==> config.mk <==
export PLATFORM = sky130hd
export DESIGN_NAME = gcd_sched
export DESIGN_NICKNAME = d
export VERILOG_FILES = /design/src/rtl/gcd_pkg.sv /design/src/rtl/gcd_rr_picker.sv /design/src/rtl/gcd_sched.sv
export SDC_FILE = /design/constraint.sdc
export NUM_CORES = 1
export LEC_CHECK = 0
export CORE_ASPECT_RATIO = 1.75
export CORE_MARGIN = 2
export CORE_UTILIZATION = 27
export DETAILED_ROUTE_END_ITERATION = 6
export SKIP_CTS_REPAIR_TIMING = 1
export SLEW_MARGIN = 15
export SYNTH_ARGS = -nofsm -noshare
export SYNTH_HDL_FRONTEND = slang
export SYNTH_HIERARCHICAL = 1
export SYNTH_SLANG_ARGS = --single-unit
==> constraint.sdc <==
create_clock -name clk -period 3.5 [get_ports clk]
set_input_delay 0.35 -clock clk [delete_from_list [all_inputs] [get_ports clk]]
set_output_delay 0.35 -clock clk [all_outputs]
set_load 0.02 [all_outputs]
==> src/rtl/gcd_pkg.sv <==
// Shared types and defaults for the GCD scheduler slice.
package gcd_pkg;

    typedef enum logic [1:0] {
        IDLE,
        LOAD,
        RUN,
        RESP
    } sched_state_t;

    localparam int unsigned GCD_DEF_TIMEOUT = 1024;

endpackage

==> src/rtl/gcd_rr_picker.sv <==
// Combinational round-robin picker: first valid request after `last`, wrapping.
module gcd_rr_picker #(
    parameter int unsigned NReq = 4
) (
    input  logic [NReq-1:0]         req,
    input  logic [$clog2(NReq)-1:0] last,
    output logic [NReq-1:0]         grant,
    output logic [$clog2(NReq)-1:0] idx
);

    localparam int unsigned IdxW = $clog2(NReq);

    always_comb begin
        logic            found;
        logic [IdxW-1:0] cand;
        grant = '0;
        idx   = '0;
        found = 1'b0;
        cand  = '0;
        // k = 1 checks the requester right after the last winner first
        for (int unsigned k = 1; k <= NReq; k++) begin
            cand = IdxW'((32'(last) + k) % NReq);
            if (!found && req[cand]) begin
                grant[cand] = 1'b1;
                idx         = cand;
                found       = 1'b1;
            end
        end
    end

endmodule

==> src/rtl/gcd_sched.sv <==
// Round-robin scheduler sharing one GCD engine between NReq requesters,
// driving the engine load/start protocol and returning tagged results.
module gcd_sched
    import gcd_pkg::*;
#(
    parameter int unsigned NBits         = 8,
    parameter int unsigned NReq          = 4,
    parameter int unsigned TimeoutCycles = GCD_DEF_TIMEOUT
) (
    input  logic                    clk,
    input  logic                    rst,
    input  logic [NReq-1:0]         req_valid,
    input  logic [NReq*NBits-1:0]   req_x,
    input  logic [NReq*NBits-1:0]   req_y,
    output logic [NReq-1:0]         req_ready,
    output logic                    rsp_valid,
    output logic [$clog2(NReq)-1:0] rsp_id,
    output logic [NBits-1:0]        rsp_data,
    output logic                    rsp_err,
    output logic                    gcd_rst,
    output logic                    gcd_start,
    output logic [NBits-1:0]        gcd_x,
    output logic [NBits-1:0]        gcd_y,
    input  logic [NBits-1:0]        gcd_xo,
    input  logic                    gcd_rdy
);

    localparam int unsigned IdxW = $clog2(NReq);
    localparam int unsigned TW   = $clog2(TimeoutCycles) + 1;

    sched_state_t    state_q, state_d;
    logic [NReq-1:0] grant;
    logic [IdxW-1:0] pick_idx;
    logic [IdxW-1:0] last_q, cur_id_q, rsp_id_q;
    logic [TW-1:0]   tmo_cnt_q;
    logic [NBits-1:0] gcd_x_q, gcd_y_q, rsp_data_q;
    logic            rsp_err_q;
    logic            xfer;
    logic            tmo_hit;

    gcd_rr_picker #(
        .NReq(NReq)
    ) u_picker (
        .req  (req_valid),
        .last (last_q),
        .grant(grant),
        .idx  (pick_idx)
    );

    assign xfer    = (state_q == IDLE) && !rst && (|grant);
    assign tmo_hit = (tmo_cnt_q == TW'(TimeoutCycles - 1));

    always_comb begin
        state_d   = state_q;
        req_ready = '0;
        gcd_start = 1'b0;
        rsp_valid = 1'b0;
        unique case (state_q)
            IDLE: begin
                // Masked during reset so no transfer is claimed that the FSM drops
                req_ready = rst ? '0 : grant;
                if (|grant) state_d = LOAD;
            end
            LOAD: state_d = RUN;
            RUN: begin
                gcd_start = 1'b1;
                if (gcd_rdy || tmo_hit) state_d = RESP;
            end
            RESP: begin
                rsp_valid = 1'b1;
                state_d   = IDLE;
            end
            default: state_d = IDLE;
        endcase
    end

    always_ff @(posedge clk) begin
        if (rst) begin
            state_q    <= IDLE;
            last_q     <= IdxW'(NReq - 1);
            cur_id_q   <= '0;
            rsp_id_q   <= '0;
            rsp_data_q <= '0;
            rsp_err_q  <= 1'b0;
            tmo_cnt_q  <= '0;
            gcd_x_q    <= '0;
            gcd_y_q    <= '0;
        end else begin
            state_q <= state_d;
            if (xfer) begin
                gcd_x_q  <= req_x[pick_idx*NBits +: NBits];
                gcd_y_q  <= req_y[pick_idx*NBits +: NBits];
                cur_id_q <= pick_idx;
                last_q   <= pick_idx;
            end
            if (state_q == LOAD) tmo_cnt_q <= '0;
            if (state_q == RUN) begin
                tmo_cnt_q <= tmo_cnt_q + TW'(1);
                // Engine completion wins over a timeout in the same cycle
                if (gcd_rdy) begin
                    rsp_data_q <= gcd_xo;
                    rsp_err_q  <= 1'b0;
                    rsp_id_q   <= cur_id_q;
                end else if (tmo_hit) begin
                    rsp_data_q <= '0;
                    rsp_err_q  <= 1'b1;
                    rsp_id_q   <= cur_id_q;
                end
            end
        end
    end

    assign rsp_id   = rsp_id_q;
    assign rsp_data = rsp_data_q;
    assign rsp_err  = rsp_err_q;
    assign gcd_rst  = rst;
    assign gcd_x    = gcd_x_q;
    assign gcd_y    = gcd_y_q;

endmodule

# Word-level counts from Yosys, hierarchy flattened
# Cells that the tools add are included.
# word_totals
out_inout_bits,34
reg_bits,44
in_bits,79
elab_cells,95
# classes
n_addsub,5
eq_ne,6
muxes,42
reduce_logical,20
shift,2
n_lt_le_gt_ge,8
bitwise_logic,3
# ops
operator,n
$shiftx 32x6->8,2
$mux 4,6
$mux 11,2
$mux 2,8
$mux 8,2
$mux 1,15
$lt 2x3->1 const B,4
$or 4x4->4,3
$add 11x1->11 const B,1
$eq 11x10->1 const B,1
$logic_and 1x1->1,9
$bmux 1 s2,4
$demux 1 s2,4
$ge 2x1->1 const B,4
$pmux 2 s4,1
$add 2x1->2 const B,2
$add 2x2->2 const B,2
$eq 2x2->1 const B,2
$logic_not 1->1,4
$reduce_and 2->1,2
$reduce_bool 2->1,2
$reduce_or 4->1,1
$eq 2x1->1 const B,1
$logic_not 2->1,1
other kinds (3),3

# Depth between registers and ports, before layout
# depth
ltp_word,16
mapped_depth,14
depth_no_buf,10

# By module
# The synthesis kept the hierarchy.
# by_module_without_submodules
module,instances,cells_per_inst,area_per_inst_um2
gcd_sched,1,234,2222.1
gcd_rr_picker,1,68,545.5

# Worst setup path before layout
# No wires, ideal clock.
# synth_path
path_kind,register to register
startpoint,register last_q[0]
endpoint,register gcd_x_q[0] (netlist: gcd_x[0])
slack_ps,493
required_ps,3372
period_less_slack_ps,3007
arrival_time_ps,2879
path_stages_with_launch,15
path_cell_list,dfxtp_1 buf_4 inv_1 ha_1 buf_4 mux4_2 nand2_1 o21ai_0 a221o_2 nor4_1 nor2b_1 buf_2 buf_2 nand2_1 o21ai_0
# synth_between
elab_chain_cells,15
elab_cells_between_ends,55
cone_classes,add/sub (4); order compare (8); shift (1); mux (27); bitwise (3); reduce/logical (12)
# synth_rtl
item,line,rtl
start: declaration,gcd_sched.sv:34,"logic [IdxW-1:0] last_q, cur_id_q, rsp_id_q;"
start signal: assignment,gcd_sched.sv:80,last_q <= IdxW'(NReq - 1);
start signal: assignment,gcd_sched.sv:94,last_q <= pick_idx;
"parallel branches: the longest is 12 deep, another holds $lt 2x3->1",-,
$mux 4 (*),gcd_rr_picker.sv:23,if (!found && req[cand]) begin
named net grant[2],gcd_sched.sv:32,logic [NReq-1:0] grant;
$reduce_or 4->1 (*),gcd_sched.sv:50,assign xfer = (state_q == IDLE) && !rst && (|grant);
$logic_and 1x1->1 (*),gcd_sched.sv:50,
end signal: assignment,gcd_sched.sv:91,gcd_x_q <= req_x[pick_idx*NBits +: NBits];
end: declaration,gcd_sched.sv:36,"logic [NBits-1:0] gcd_x_q, gcd_y_q, rsp_data_q;"
# Mark *: on every way through the listed nets, which the timed path passes. The select of a mux whose other input is x is not followed.
# A chain may end at the register's enable or synchronous reset.

# Worst setup path in the final report
# layout_path
startpoint,register last_q[0]
endpoint,output port req_ready[2]
# layout_between
elab_chain_cells,15
elab_cells_between_ends,50
cone_classes,add/sub (4); order compare (8); mux (25); bitwise (3); reduce/logical (10)
# layout_rtl
item,line,rtl
"parallel branches: the longest is 12 deep, another holds $lt 2x3->1",-,
$mux 4 (*),gcd_rr_picker.sv:23,
named net grant[2],gcd_sched.sv:32,
$mux 4 (*),gcd_sched.sv:61,req_ready = rst ? '0 : grant;
$mux 4 (*),gcd_sched.sv:58,unique case (state_q)
end: declaration,gcd_sched.sv:15,"output logic [NReq-1:0] req_ready,"
# Marks and branches as above.

==> impl_table.tex <==
\begin{tabular}{lr}
\hline
Metric & Value \\
\hline
\multicolumn{2}{l}{\textbf{Clock network}} \\
Clock tree sinks & 44 \\
Clock buffer depth & 2 \\
CTS tree & yes \\
Clk slew on worst S/H paths & roughly 0.060 ns \\
Clk Tree Root Cell & clkbuf\_16 \\
Clk\_lat worst skew & 0.28 ns \\
Level count of the clock H-tree & 2 \\
Clock buffers created by TritonCTS & 5 \\
\multicolumn{2}{l}{\textbf{Layout}} \\
Total of fill cells in the finished design & roughly 990 \\
Net count of the finished layout & around 500 \\
Fraction of layout instances using a drive strength above 1 & roughly an eighth \\
Final design instance area without fill & 0.00418 mm² \\
Number of antenna cells inserted & 0 \\
Area growth from synthesis to layout & 50.9\% \\
\multicolumn{2}{l}{\textbf{Yosys}} \\
Net count after synthesis & a little under 400 \\
Post-synthesis sequential area ratio & 31.8\% \\
Fraction of synthesis flops using an asynchronous set or reset pin & 0\% \\
Commonest register cell after synthesis & dfxtp\_1 \\
Average cell area after synthesis & just over 9 µm² \\
Synthesized area & 0.00277 mm² \\
EDFF count, synth & 0 \\
Warnings, synthesis & 6 \\
Synth cell types & 47 \\
Yosys reg bits & 44 \\
Count of mapped cells out of synthesis & 302 \\
\multicolumn{2}{l}{\textbf{Route}} \\
Number of iterations in the first detailed-routing pass & 4 \\
DR vias/cell & roughly 5 \\
WL per Instance & 14.1 µm \\
Iter 0 DRT Violations & 84 \\
Antenna viol nets, final & 0 \\
Total number of vias & between 2,000 and 3,000 \\
Drc violations & 0 \\
Total Routed Length & between 7 and 8 mm \\
\multicolumn{2}{l}{\textbf{Job}} \\
Max-cap check violation count & 0 \\
\multicolumn{2}{l}{\textbf{Floorplan}} \\
Number of placement rows & 48 \\
Total die area & 0.0111 mm² \\
Core box area & around 0.0099 mm² \\
Total I/O pin count & approximately 110 \\
Initial Util & between 20 and 30\% \\
Vertical die dimension & 138 µm \\
Floorplan die width & 80.5 µm \\
\multicolumn{2}{l}{\textbf{Timing}} \\
Tightest Pin Transition & 0.826 ns \\
Tcrit/Tclk final & 95.1\% \\
Worst clock skew on the final layout & 0.00587 ns \\
Hold Violations, Final & 0 \\
Setup repair after global routing missed its margin & false \\
Count of endpoints failing setup in the final report & 0 \\
Fin Hold WS & $\sim$0.47 ns \\
Final number of max-transition violations & 0 \\
Post-route worst setup slack & between 0.15 and 0.2 ns \\
Worst slew margin & 44.8\% \\
Post-Route Setup TNS & 0 ns \\
Fin crit period & around 3.3 ns \\
Max Fclk & around 300 MHz \\
\multicolumn{2}{l}{\textbf{Global routing}} \\
First-pass GRT wire length & about 12 mm \\
Pin count of the biggest net entering global routing & 39 \\
Vias in the first global route & about 2,600 \\
Overflow after GRT & 0 \\
Initial antenna violation count & 0 \\
Global router's overall resource usage & 13.5\% \\
\multicolumn{2}{l}{\textbf{Run status}} \\
Outcome & completed \\
\multicolumn{2}{l}{\textbf{Power}} \\
Power density normalized to cell area & around 670 mW/mm² \\
Max IR drop VDD & 0.430 mV \\
Power after layout & 2.80 mW \\
Static Leak & 1.48 nW \\
\multicolumn{2}{l}{\textbf{Worst setup path}} \\
Critical Path AT & a little under 3 ns \\
Kind of end point of the critical path & output pin \\
WS Path Type & flop to output pin \\
Worst R2R Path Depth & 11 \\
Required arrival time at the worst endpoint & 3.15 ns \\
Critical path launch point type & flop \\
Maximum fanout encountered on the critical timing path & 10 \\
\multicolumn{2}{l}{\textbf{Placement}} \\
HPWL after detailed placement & approximately 6 mm \\
Final Wtd Congestion & $\sim$0.83 \\
I/O Buffers & around 110 \\
Pre-CTS WS & $\sim$0.11 ns \\
Placed instance area & 0.00401 mm² \\
\multicolumn{2}{l}{\textbf{Hold path}} \\
Hold crit path type & flop to flop \\
Number of cells traversed by the worst hold path & 2 \\
\hline
\end{tabular}
metal layers:
metal  global-route usage [%]  wire length [µm]
met5                        0                 0
met4                     5.84               266
met3                     2.41               353
met2                     25.8              4120
met1                     14.1              2800
final timing paths:
kind	startpoint	end	slack (ns)
worst max-delay path	last_q[0]	req_ready[2]	0.17
worst min-delay path	rsp_data[2]	rsp_data[2]	0.47
worst max register to register	last_q[0]	gcd_x[4]	0.35
worst min register to register	rsp_data[2]	rsp_data[2]	0.47
power breakdown:
part / internal, mW / switching, mW
combinational: 0.809 / 0.808
clock: 0.329 / 0.181
sequential: 0.601 / 0.0709
final cells by class:
cell class,instances,area (µm²),share of cell area [%]
well taps,125,156,3.74
flip-flops and latches,44,881,21.1
inverters,7,26.3,0.629
repair buffers,125,1220,29.2
multi-input cells,228,1740,41.7
clock inverters,1,30.0,0.719
clock buffers,5,125,2.99
cells by family (layout without fill, tap and decap cells):
logic type      after synthesis  in the layout  share of synthesized area (%)
flops                        44             44                           31.8
xor+xnor                      8              8                           2.53
buf+inv                      30            138                           6.10
mux                          24             24                           16.9
compound gates               58             58                           13.6
simple gates                126            126                           23.7
fa+ha+maj                    12             12                           5.42
cells in the mapped netlist (all sizes together) (2+ instances only):
| cell | n | area share, % |
|---|---|---|
| a221o | 4 | 1.6 |
| mux4 | 18 | 15 |
| or3 | 2 | 0.45 |
| nand3 | 9 | 1.6 |
| nor2 | 15 | 2.0 |
| a22oi | 3 | 0.81 |
| nor4 | 3 | 0.68 |
| xor2 | 4 | 1.3 |
| nor3 | 4 | 0.72 |
| and2 | 5 | 1.1 |
| nand2 | 44 | 6.3 |
| nand4 | 6 | 1.6 |
| dfxtp | 44 | 32 |
| nor2b | 6 | 1.4 |
| xnor2 | 4 | 1.3 |
| a211oi | 3 | 1.2 |
| inv | 7 | 0.95 |
| clkbuf | 7 | 0.99 |
| o211ai | 2 | 0.54 |
| ha | 12 | 5.4 |
| o21ai | 27 | 4.9 |
| buf | 16 | 4.2 |
| a21oi | 13 | 2.4 |
| a221oi | 2 | 0.86 |
| nand2b | 25 | 5.7 |
| mux2i | 5 | 1.8 |
stage by stage:
stage,std cells,utilization (%)
2_1_floorplan,302,-
3_3_place_gp,529,40.5
3_5_place_dp,529,40.5
6_report,535,42.2
4_1_cts,535,42.0
5_1_grt,535,42.2
layout by cell type, fill, tap and decap left out, types with 5 or more instances in the layout:
cell,instances
nor2_1,15
nand3_1,9
nand2_1,42
a21oi_1,12
mux4_2,18
and2_1,5
nor2b_1,5
ha_1,12
mux2i_1,5
clkdlybuf4s50_1,112
clkbuf_16,5
dfxtp_1,44
nand4_1,5
nand2b_1,25
o21ai_0,27
inv_1,7
buf_4,13
state kept, by name, indices dropped and copies added (netlist names):
signal     count
tmo_cnt_q     11
gcd_x          8
gcd_y          8
rsp_data       8
cur_id_q       2
last_q         2
rsp_id         2
state_q        2
rsp_err        1
worst max-delay path, stage by stage, from the launching register on:
cell and delay [ns]:
dfxtp_1 0.56, inv_1 0.19, ha_1 0.37, mux4_2 0.37
nand2_1 0.11, o21ai_0 0.10, a221o_2 0.33, and2_1 0.14
clkdlybuf4s50_1 0.53
Note: power is estimated with default switching activity, not from simulation.
==> variant 1, RTL diff (same flow settings) <==
`NReq` is set to 4 in 2 places; all go to 2.
--- a/src/rtl/gcd_rr_picker.sv
+++ b/src/rtl/gcd_rr_picker.sv
@@ -1,6 +1,6 @@
 // Combinational round-robin picker: first valid request after `last`, wrapping.
 module gcd_rr_picker #(
-    parameter int unsigned NReq = 4
+    parameter int unsigned NReq = 2
 ) (
     input  logic [NReq-1:0]         req,
     input  logic [$clog2(NReq)-1:0] last,
--- a/src/rtl/gcd_sched.sv
+++ b/src/rtl/gcd_sched.sv
@@ -4,7 +4,7 @@
     import gcd_pkg::*;
 #(
     parameter int unsigned NBits         = 8,
-    parameter int unsigned NReq          = 4,
+    parameter int unsigned NReq          = 2,
     parameter int unsigned TimeoutCycles = GCD_DEF_TIMEOUT
 ) (
     input  logic                    clk,
Interface: changed (5 resized); port bits go from 113 to 76. No check against the original RTL was run, so the function may have changed too.
==> variant 1 against the original RTL <==
Final area decreased by 33%; setup slack gained 1000 ps; die area decreased by 33%; synthesized cell count fell by 33%; routed wire length shrank 39%; combinational power decreased by 68%; sequential share of layout area is 8.5 points higher; register-to-register slack improved by 1300 ps; power is 46% lower; clock power shrank 16%; synthesized area down 34%; sequential cell count fell by 3; critical path type unchanged.
==> variant 1: results (changes against the original RTL) <==
<table>
<tr><th>Metric</th><th>Value</th></tr>
<tr><th colspan="2">Outcome</th></tr>
<tr><td>Status</td><td>finished, final reports clean</td></tr>
<tr><th colspan="2">Cells and area</th></tr>
<tr><td>Total number of nets in the final design</td><td>323 (-36%)</td></tr>
<tr><td>Layout cells sized above 1</td><td>0.0582 (-0.0735)</td></tr>
<tr><td>Number of cells in the finished layout apart from fillers</td><td>357 (-33%)</td></tr>
<tr><th colspan="2">Drt</th></tr>
<tr><td>Via Count</td><td>1606 (-39%)</td></tr>
<tr><td>Number of DRC markers after the initial detailed-route iteration</td><td>55 (-35%)</td></tr>
<tr><th colspan="2">Worst setup path</th></tr>
<tr><td>Reg2reg start</td><td>state_q[1]$_SDFFE_PP0P_</td></tr>
<tr><td>End point of the critical path</td><td>req_ready[0]</td></tr>
<tr><td>CP Max Fanout</td><td>4 (-6)</td></tr>
<tr><td>Register-to-register path setup slack</td><td>1680 ps (+1330 ps)</td></tr>
<tr><th colspan="2">Power</th></tr>
<tr><td>Worst voltage drop across the vdd grid</td><td>0.239 mV (-44%)</td></tr>
<tr><th colspan="2">Yosys</th></tr>
<tr><td>Largest cells by area after synthesis</td><td>sky130_fd_sc_hd__dfxtp_1 (45%), sky130_fd_sc_hd__mux2i_1 (9.8%), sky130_fd_sc_hd__a211oi_1 (7.0%)</td></tr>
<tr><td>Most numerous cell types in the synthesized netlist</td><td>sky130_fd_sc_hd__dfxtp_1 (41), sky130_fd_sc_hd__nor2_1 (27), sky130_fd_sc_hd__mux2i_1 (18), sky130_fd_sc_hd__a211oi_1 (17), sky130_fd_sc_hd__nand2_1 (16)</td></tr>
<tr><td>Share of the synthesized area in the top cell type</td><td>0.448 (+0.130)</td></tr>
<tr><td>Sequential area share after synthesis</td><td>0.448 (+0.130)</td></tr>
<tr><td>Synthesized area per cell</td><td>9.02 sq um (-1.6%)</td></tr>
<tr><td>Distinct cell type count after synthesis</td><td>35 (-26%)</td></tr>
<tr><th colspan="2">Timing</th></tr>
<tr><td>Slew at the pin closest to its max-slew limit</td><td>364 ps (-462 ps)</td></tr>
<tr><td>Setup clock skew after layout</td><td>2.25 ps (-3.62 ps)</td></tr>
<tr><td>Part of the cycle the worst path needs</td><td>0.651 (-0.300)</td></tr>
<tr><th colspan="2">GRT</th></tr>
<tr><td>Maximum number of pins on one net before global-route repair</td><td>34 (-13%)</td></tr>
<tr><td>Vias in the first global route</td><td>1521 (-42%)</td></tr>
<tr><td>Global-route wire length before repair</td><td>7160 um (-40%)</td></tr>
<tr><th colspan="2">Min path</th></tr>
<tr><td>Worst hold endpoint</td><td>rsp_err$_SDFFE_PP0P_</td></tr>
<tr><td>Launch point of the worst hold path</td><td>rsp_err$_SDFFE_PP0P_</td></tr>
<tr><th colspan="2">Placed design</th></tr>
<tr><td># port buffers</td><td>75 (-33%)</td></tr>
<tr><td>Global placer's final weighted congestion</td><td>0.745 (-9.9%)</td></tr>
</table>
-- variant 1: power by group --
group,switching [mW],leakage [nW],internal (mW)
combinational,0.271,0.588,0.249
sequential,0.0396,0.334,0.536
clock,0.162,0.0652,0.265
-- variant 1: final cells by class --
type,instances,area (sq um)
inverter,5,18.8
clock buffer,8,136
multi-input combinational,143,927
sequential,41,821
tap,82,103
timing repair buffer,78,773
fill,654,3760
-- variant 1: cell families (layout without fill, tap and decap cells) --
family	count (synthesis)	after routing	synth area share
AO/OA/AOI/OAI	40	40	0.145
XOR/XNOR	8	8	0.0383
adder cells (fa/ha/maj)	4	4	0.0273
buffers and inverters	19	91	0.0485
flip-flops	41	41	0.448
multiplexers	18	18	0.0984
AND/OR/NAND/NOR	73	73	0.194
-- variant 1: metal layers --
metal,wire [um],share of wire,GRT usage,vias to the layer above
met5,0,0,0,-
met4,101,0.022,0.0639,0
met3,175,0.038,0.0229,4
met2,2580,0.56,0.230,36
met1,1760,0.38,0.135,712
li1,-,-,-,854
==> variant 2, RTL diff (config.mk and constraints unchanged) <==
Without the edit above. Encoding of `sched_state_t`: now one-hot (4 bits for 4 states).
--- a/src/rtl/gcd_pkg.sv
+++ b/src/rtl/gcd_pkg.sv
@@ -1,11 +1,11 @@
 // Shared types and defaults for the GCD scheduler slice.
 package gcd_pkg;
 
-    typedef enum logic [1:0] {
-        IDLE,
-        LOAD,
-        RUN,
-        RESP
+    typedef enum logic [3:0] {
+        IDLE = 4'b0001,
+        LOAD = 4'b0010,
+        RUN  = 4'b0100,
+        RESP = 4'b1000
     } sched_state_t;
 
     localparam int unsigned GCD_DEF_TIMEOUT = 1024;
Behaviour: no difference found for any inputs over 4 cycles, from zero or initial values and one cycle with rst high; so few cycles prove little.
==> variant 2 against the original RTL <==
Die area is 1.0% lower; count of clock-buffer cells in the layout stayed put; final area is 1.1% lower; sequential share of layout area is 1.2 points higher; hold slack worse by 11 ps; setup slack better by 60 ps; critical path depth is 2 lower; register-to-register slack better by 270 ps; sequential cell count is 2 higher; routed wire length is 6.9% higher; power hardly changed; via count is 1.8% higher; synthesized area is 1.1% lower; highest routed layer unchanged.
==> variant 2: results (changes against the original RTL) <==
<table>
<tr><th>Metric</th><th>Value</th></tr>
<tr><th colspan="2">Worst setup path</th></tr>
<tr><td>CP Max Fanout</td><td>11 (+1)</td></tr>
<tr><td>Slowest-stage cell, CP</td><td>sky130_fd_sc_hd__clkdlybuf4s50_1</td></tr>
<tr><td>Data arrival at the endpoint of the critical path</td><td>2920 ps (-60 ps)</td></tr>
<tr><td>Max incr delay on CP</td><td>630 ps (+70 ps)</td></tr>
<tr><th colspan="2">GRT</th></tr>
<tr><td>Total GRT Usage</td><td>0.149 (+0.0137)</td></tr>
<tr><td>Routing usage on met1</td><td>0.152 (+0.0110)</td></tr>
<tr><td>Vias in the first global route</td><td>2618 (-0.34%)</td></tr>
<tr><td>Global-route met3 utilization</td><td>0.0197 (-0.00443)</td></tr>
<tr><th colspan="2">Timing</th></tr>
<tr><td>Setup clock skew after layout</td><td>8.16 ps (+2.29 ps)</td></tr>
<tr><td>Slew at the pin closest to its max-slew limit</td><td>621 ps (-205 ps)</td></tr>
<tr><th colspan="2">Cells and area</th></tr>
<tr><td>Total number of nets in the final design</td><td>493 (-1.8%)</td></tr>
<tr><td>Layout buffer count excluding clock buffers</td><td>121 (-3.2%)</td></tr>
<tr><td>Sequential cell area</td><td>921 sq um (+4.5%)</td></tr>
<tr><td>Area occupied by multi-input gates</td><td>1670 sq um (-3.8%)</td></tr>
<tr><td>Clock network area share</td><td>0.0409 (+0.00375)</td></tr>
<tr><th colspan="2">Outcome</th></tr>
<tr><td>Status</td><td>finished, final reports clean</td></tr>
<tr><th colspan="2">Clocking</th></tr>
<tr><td>Clock sink count</td><td>46 (+4.5%)</td></tr>
<tr><th colspan="2">Min path</th></tr>
<tr><td>Launch point of the worst hold path</td><td>gcd_x[1]$_SDFFE_PP0P_</td></tr>
<tr><th colspan="2">Drt</th></tr>
<tr><td>Sum of met3 wire segment lengths after detailed routing</td><td>293 um (-17%)</td></tr>
<tr><td>Routed length on met1</td><td>2860 um (+2.2%)</td></tr>
<tr><th colspan="2">Yosys</th></tr>
<tr><td>Largest cells by area after synthesis</td><td>sky130_fd_sc_hd__dfxtp_1 (34%), sky130_fd_sc_hd__mux4_2 (15%), sky130_fd_sc_hd__nand2_1 (7.4%)</td></tr>
<tr><td>Distinct cell type count after synthesis</td><td>52 (+11%)</td></tr>
<tr><td>Share of synthesized area spent on multiplexers</td><td>0.160 (-0.00866)</td></tr>
<tr><td>Sequential area share after synthesis</td><td>0.336 (+0.0181)</td></tr>
<tr><th colspan="2">Placed design</th></tr>
<tr><td>Global placer's final weighted congestion</td><td>0.816 (-1.3%)</td></tr>
</table>
[variant 2: cell count changes after synthesis, sizes merged, moves of 4 or more]
cell	before	now
a21oi	13	29
a22o	0	8
and3	1	6
mux2i	5	1
nand2	44	54
xnor2	4	0
nand2b	25	0
o21ai	27	15
[variant 2: metrics by stage]
stage | std cells | area, sq um | hold WS, ps | total power [mW] | setup slack [ps]
global placement | 523 | 3960 | 444 | 2.27 | 310
floorplan | 298 | 2740 | 433 | 1.75 | 278
finish | 531 | 4130 | 455 | 2.80 | 233
CTS | 531 | 4130 | 458 | 2.83 | 249
detailed placement | 523 | 3960 | 449 | 2.29 | 268
global route | 531 | 4130 | 475 | 3.00 | 102
[variant 2: power breakdown]
| group | leakage (nW) | total [mW] | switching (mW) | internal, mW |
|---|---|---|---|---|
| clock | 0.0842 | 0.540 | 0.202 | 0.338 |
| combinational | 1.05 | 1.56 | 0.797 | 0.765 |
| sequential | 0.373 | 0.696 | 0.0685 | 0.628 |
